$ cat src/rtl/ram_burst_writer.sv
// Small byte memory filled by a start/length burst-write engine over a valid/ready stream.
// Read port is combinational; out-of-range read addresses return zero.
module ram_burst_writer #(
    parameter int DATA_W = 8,
    parameter int ADDR_W = 8,
    parameter int DEPTH  = 11
) (
    input  logic              clk,
    input  logic              rst_n,
    input  logic              start,
    input  logic [ADDR_W-1:0] start_addr,
    input  logic [ADDR_W-1:0] length,
    input  logic              in_valid,
    input  logic [DATA_W-1:0] in_data,
    output logic              in_ready,
    output logic              busy,
    output logic              done,
    output logic              err,
    input  logic [ADDR_W-1:0] rd_address,
    output logic [DATA_W-1:0] rd_data
);
    localparam int PTR_W = (DEPTH > 1) ? $clog2(DEPTH) : 1;
    localparam logic [ADDR_W:0]  DEPTH_EXT = (ADDR_W + 1)'(DEPTH);
    localparam logic [PTR_W-1:0] LAST_PTR  = PTR_W'(DEPTH - 1);

    typedef enum logic [1:0] {IDLE, BURST, DONE} state_t;

    state_t            state_reg;
    logic [PTR_W-1:0]  ptr_reg;
    logic [ADDR_W-1:0] remaining_reg;
    logic [DATA_W-1:0] mem [DEPTH];
    logic              xfer;
    logic              start_in_range;
    logic              rd_in_range;
    logic [PTR_W-1:0]  rd_idx;

    // in_ready is a registered copy of "state is BURST", so it also gates writes.
    assign xfer           = in_valid && in_ready;
    assign start_in_range = ({1'b0, start_addr} < DEPTH_EXT);

    always_ff @(posedge clk or negedge rst_n) begin
        if (!rst_n) begin
            state_reg     <= IDLE;
            ptr_reg       <= '0;
            remaining_reg <= '0;
            in_ready      <= 1'b0;
            busy          <= 1'b0;
            done          <= 1'b0;
            err           <= 1'b0;
        end else begin
            case (state_reg)
                IDLE: begin
                    if (start) begin
                        busy <= 1'b1;
                        if (!start_in_range) begin
                            err       <= 1'b1;
                            done      <= 1'b1;
                            state_reg <= DONE;
                        end else if (length == '0) begin
                            err       <= 1'b0;
                            done      <= 1'b1;
                            state_reg <= DONE;
                        end else begin
                            err           <= 1'b0;
                            ptr_reg       <= start_addr[PTR_W-1:0];
                            remaining_reg <= length;
                            in_ready      <= 1'b1;
                            state_reg     <= BURST;
                        end
                    end
                end
                BURST: begin
                    if (xfer) begin
                        ptr_reg       <= (ptr_reg == LAST_PTR) ? '0 : ptr_reg + 1'b1;
                        remaining_reg <= remaining_reg - 1'b1;
                        if (remaining_reg == ADDR_W'(1)) begin
                            in_ready  <= 1'b0;
                            done      <= 1'b1;
                            state_reg <= DONE;
                        end
                    end
                end
                DONE: begin
                    busy      <= 1'b0;
                    done      <= 1'b0;
                    state_reg <= IDLE;
                end
                default: begin
                    in_ready  <= 1'b0;
                    busy      <= 1'b0;
                    done      <= 1'b0;
                    state_reg <= IDLE;
                end
            endcase
        end
    end

    // One register per word so reset can clear the whole table asynchronously.
    for (genvar gi = 0; gi < DEPTH; gi++) begin : gen_word
        logic [DATA_W-1:0] word_reg;

        always_ff @(posedge clk or negedge rst_n) begin
            if (!rst_n) begin
                word_reg <= '0;
            end else if (xfer && (ptr_reg == PTR_W'(gi))) begin
                word_reg <= in_data;
            end
        end

        assign mem[gi] = word_reg;
    end

    assign rd_in_range = ({1'b0, rd_address} < DEPTH_EXT);
    assign rd_idx      = rd_address[PTR_W-1:0];
    assign rd_data     = rd_in_range ? mem[rd_idx] : '0;

endmodule
$ cat config.mk
export PLATFORM = sky130hd
export DESIGN_NAME = ram_burst_writer
export DESIGN_NICKNAME = d
export VERILOG_FILES = /design/src/rtl/ram_burst_writer.sv
export SDC_FILE = /design/constraint.sdc
export NUM_CORES = 1
export LEC_CHECK = 0
export BUFFER_PORTS_ARGS = -buffer_cell sky130_fd_sc_hd__buf_2
export CORE_AREA = 5 5 120 122
export DETAILED_ROUTE_END_ITERATION = 6
export DIE_AREA = 0 0 125 127
export PLACE_DENSITY = 0.68
export SLEW_MARGIN = 20
export SYNTH_ARGS = -nofsm -noshare
export SYNTH_HDL_FRONTEND = slang
export SYNTH_SLANG_ARGS = --single-unit
$ cat constraint.sdc
create_clock -name clk -period 2.6 [get_ports clk]
set_input_delay 0.13 -clock clk [delete_from_list [all_inputs] [get_ports clk]]
set_output_delay 0.13 -clock clk [all_outputs]
set_load 0.02 [all_outputs]
==> flow_summary.html <==
<table>
<tr><th>Metric</th><th>Value</th></tr>
<tr><th colspan="2">Detailed routing</th></tr>
<tr><td>Vias</td><td>3599</td></tr>
<tr><td>Wire length the detailed router placed on met1</td><td>5440 µm</td></tr>
<tr><td>Total length of routed wires</td><td>12200 µm</td></tr>
<tr><td>First-pass iteration count of the detailed router</td><td>4</td></tr>
<tr><td>Uppermost routed layer</td><td>met4</td></tr>
<tr><td>Total DRC errors in the routed layout</td><td>0</td></tr>
<tr><td>Number of DRC markers in iteration 0</td><td>234</td></tr>
<tr><td>Amount of wire on met2 after detailed routing</td><td>5960 µm</td></tr>
<tr><td>Routed wire length per instance</td><td>19.3 µm</td></tr>
<tr><td>Final antenna-violating net count</td><td>0</td></tr>
<tr><td>Routed met3 length</td><td>667 µm</td></tr>
<tr><td>Vias per cell</td><td>5.68</td></tr>
<tr><th colspan="2">Global routing</th></tr>
<tr><td>Number of global-route vias before repair</td><td>3846</td></tr>
<tr><td>Total grt overflow</td><td>0</td></tr>
<tr><td>All-Layer GR Usage</td><td>15.9%</td></tr>
<tr><td>Antenna violations before repair</td><td>0</td></tr>
<tr><td>Wire length of the first global-routing pass</td><td>20300 µm</td></tr>
<tr><td>Pin count of the biggest net entering global routing</td><td>41</td></tr>
<tr><th colspan="2">Die</th></tr>
<tr><td>Width of the chip</td><td>125 µm</td></tr>
<tr><td>Effective utilization at floorplan</td><td>40.5%</td></tr>
<tr><td>Number of primary I/O pins</td><td>48</td></tr>
<tr><td>Floorplan row count</td><td>42</td></tr>
<tr><td>Area inside the core boundary</td><td>13100 µm²</td></tr>
<tr><td>Area of the die</td><td>15900 µm²</td></tr>
<tr><td>Die Ht</td><td>127 µm</td></tr>
<tr><th colspan="2">Yosys</th></tr>
<tr><td>Seq/Total Area, Yosys</td><td>50.0%</td></tr>
<tr><td>Main flop type after synthesis</td><td>dfrtp_1</td></tr>
<tr><td>Post-synth net total</td><td>447</td></tr>
<tr><td>Most numerous cell types in the synthesized netlist</td><td>dfrtp_1, mux2_2, clkbuf_1, mux2i_1</td></tr>
<tr><td>Instance count of the mapped netlist</td><td>409</td></tr>
<tr><td>Most frequent cell after synthesis</td><td>dfrtp_1</td></tr>
<tr><td>Yosys warning total</td><td>0</td></tr>
<tr><td>Cell type with the largest total area after synthesis</td><td>dfrtp_1</td></tr>
<tr><td>Synth top area share</td><td>50.0%</td></tr>
<tr><td>Post-synthesis average cell area</td><td>13.0 µm²</td></tr>
<tr><td>Share of flip-flops with an asynchronous set or reset after synthesis</td><td>100%</td></tr>
<tr><td>Number of synthesized register bits</td><td>106</td></tr>
<tr><td>Number of distinct standard cells referenced by the synthesized netlist</td><td>51</td></tr>
<tr><td>Top area cells in the synthesized netlist</td><td>dfrtp_1, mux2_2, mux4_2</td></tr>
<tr><td>Post-synthesis cell area</td><td>5310 µm²</td></tr>
<tr><td>Number of enable flip-flop cells after synthesis</td><td>0</td></tr>
<tr><th colspan="2">STA</th></tr>
<tr><td>Worst Max-Slew Pin Slew</td><td>603 ps</td></tr>
<tr><td>Count of final setup violators</td><td>0</td></tr>
<tr><td>Final setup skew</td><td>7.23 ps</td></tr>
<tr><td>TNS Setup</td><td>0 ps</td></tr>
<tr><td>RSZ-0062 raised after global routing</td><td>no</td></tr>
<tr><td>Hold Vio Cnt, Final</td><td>0</td></tr>
<tr><td>Post-layout minimum cycle time</td><td>2080 ps</td></tr>
<tr><td>Final cycle utilization of the critical path</td><td>79.9%</td></tr>
<tr><td>Final Slew Violations</td><td>0</td></tr>
<tr><td>Achievable clock frequency</td><td>0.481 GHz</td></tr>
<tr><td>Final Worst Setup Slack</td><td>522 ps</td></tr>
<tr><td>Worst rel slew slack</td><td>59.4%</td></tr>
<tr><th colspan="2">Pwr</th></tr>
<tr><td>IR drop worst, VDD</td><td>0.405 mV</td></tr>
<tr><td>Leak pwr</td><td>2.86 nW</td></tr>
<tr><td>PD cells</td><td>872 nW/µm²</td></tr>
<tr><th colspan="2">Clock tree</th></tr>
<tr><td>Post-CTS Setup Inserts</td><td>0</td></tr>
<tr><td># clock sinks</td><td>106</td></tr>
<tr><td>CTS clk-pin slew, worst paths</td><td>60 ps</td></tr>
<tr><td>Number of cells upsized or downsized after cts</td><td>0</td></tr>
<tr><td>Total number of H-tree levels</td><td>3</td></tr>
<tr><td>Later-pin clock latency in the skew report</td><td>350 ps</td></tr>
<tr><td>CTS tree</td><td>built</td></tr>
<tr><td>Root Driver</td><td>clkbuf_16</td></tr>
<tr><td>Total CTS buffers</td><td>9</td></tr>
<tr><td>Clock buffer depth</td><td>2</td></tr>
<tr><th colspan="2">Min path</th></tr>
<tr><td>Hold wc startpoint</td><td>start</td></tr>
<tr><td>Worst hold path depth</td><td>3</td></tr>
<tr><td>Min-Delay Path Class</td><td>input pin to flop</td></tr>
<tr><td>Min-Delay Endpoint</td><td>state_reg[0]</td></tr>
<tr><th colspan="2">Placement</th></tr>
<tr><td>Last weighted congestion value of the routability-driven placer</td><td>0.868</td></tr>
<tr><td>Worst-case setup slack after placement</td><td>522 ps</td></tr>
<tr><td>HPWL after detailed placement</td><td>8520 µm</td></tr>
<tr><td>Input/output buffers</td><td>47</td></tr>
<tr><th colspan="2">Setup path</th></tr>
<tr><td>Data arrival time of the critical path</td><td>2310 ps</td></tr>
<tr><td>Sort of element at the end of the critical path</td><td>flop</td></tr>
<tr><td>Startpoint class of the critical path</td><td>flop</td></tr>
<tr><td>Worst R2R Path Depth</td><td>4</td></tr>
<tr><td>Origin of the critical flop-to-flop path</td><td>in_ready</td></tr>
<tr><td>Category of the most critical setup path</td><td>flop to flop</td></tr>
<tr><td>FF-to-FF setup slack</td><td>520 ps</td></tr>
<tr><td>Start point of the critical path</td><td>in_ready</td></tr>
<tr><td>Crit path required time</td><td>2830 ps</td></tr>
<tr><td>Max Fanout on Critical Path</td><td>8</td></tr>
<tr><td>RR Endpoint</td><td>gen_word[4].word_reg[6]</td></tr>
<tr><th colspan="2">Finish</th></tr>
<tr><td>Fraction of layout cells with a size suffix above 1</td><td>41.3%</td></tr>
<tr><td>Area grow syn2layout</td><td>14.6%</td></tr>
<tr><td>Footprint of the multi-input gates</td><td>2500 µm²</td></tr>
<tr><td>Sequential cell area</td><td>2650 µm²</td></tr>
<tr><td>Count of nets after finishing</td><td>491</td></tr>
<tr><td>Filler cell count</td><td>1191</td></tr>
<tr><td>Max reg flops</td><td>88</td></tr>
<tr><td>Antenna diodes</td><td>0</td></tr>
<tr><th colspan="2">Outcome</th></tr>
<tr><td>Status</td><td>finished, final reports clean</td></tr>
<tr><th colspan="2">Flow run</th></tr>
<tr><td># Max-Cap Violations</td><td>0</td></tr>
</table>
-- report_power, final --
group	internal, mW	switching, mW
clock network	0.833	0.604
logic	0.734	0.658
registers	2.11	0.364
-- stage by stage --
step | instance area (µm²) | hold WS (ps) | power [mW] | instances | utilization (%)
final | 6080 | 32.7 | 5.30 | 634 | 46.5
after global routing | 6080 | 51.8 | 5.61 | 634 | 46.5
after CTS | 6080 | 25.4 | 5.35 | 634 | 46.5
after detailed placement | 5750 | 143 | 3.88 | 617 | 43.9
after global placement | 5750 | 129 | 3.80 | 617 | 43.9
after floorplan | 5310 | -166 | 3.48 | 409 | -
-- placed cells by master, fill, tap and decap left out, types with 6 or more instances in the layout --
cell / instances
nor2_1: 15
clkbuf_16: 9
a211oi_1: 14
nand2_1: 8
nor2b_1: 6
a21oi_1: 16
a2bb2oi_1: 6
buf_2: 46
inv_1: 10
mux2_2: 81
mux2_4: 8
mux4_2: 16
dfrtp_1: 106
o21ai_0: 8
buf_4: 12
o2bb2ai_1: 9
mux2i_1: 19
nand3_1: 8
-- kinds of logic (layout without fill, tap and decap cells) --
| logic type | count (synthesis) | after routing | synth area share, % |
|---|---|---|---|
| xor+xnor | 1 | 1 | 0.165 |
| buf+inv | 38 | 87 | 2.95 |
| mux | 124 | 124 | 29.8 |
| fa+ha+maj | 2 | 2 | 0.472 |
| compound gates | 73 | 73 | 9.86 |
| flops | 106 | 106 | 50.0 |
| simple gates | 65 | 65 | 6.72 |
-- area by class of cell --
cell class,count,area share (%)
sequential,106,43.6
tap,176,3.62
inverter,11,0.679
clock inverter,4,0.905
clock buffer,12,4.38
multi-input combinational,265,41.0
timing repair buffer,60,5.76
-- worst max-delay path by stage --
stage / end / slack (ps) / cells after the start
floorplan: gen_word[4].word_reg[0] / 590 / 7
global placement: gen_word[4].word_reg[7] / 610 / 4
detailed placement: gen_word[4].word_reg[6] / 520 / 4
CTS: gen_word[4].word_reg[6] / 510 / 4
global route: gen_word[4].word_reg[6] / 410 / 4
finish: gen_word[4].word_reg[6] / 520 / 4
-- per-layer routing --
layer / GRT usage, % / up-vias
met4: 4.08 / 0
met5: 0 / -
met3: 3.80 / 16
li1: - / 1630
met1: 21.2 / 1837
met2: 26.2 / 116
-- worst max-delay path: stages (launching register included) --
cell     delay, ps
dfrtp_1        450
nand2_1        130
or3_1          410
or3_1          580
mux2_4         380
-- timing repair --
action,CTS,global route
hold buffers,1,0
setup endpoints to repair,0,0
endpoints found under the hold margin,37,0
Note: power is estimated with default switching activity, not from simulation.
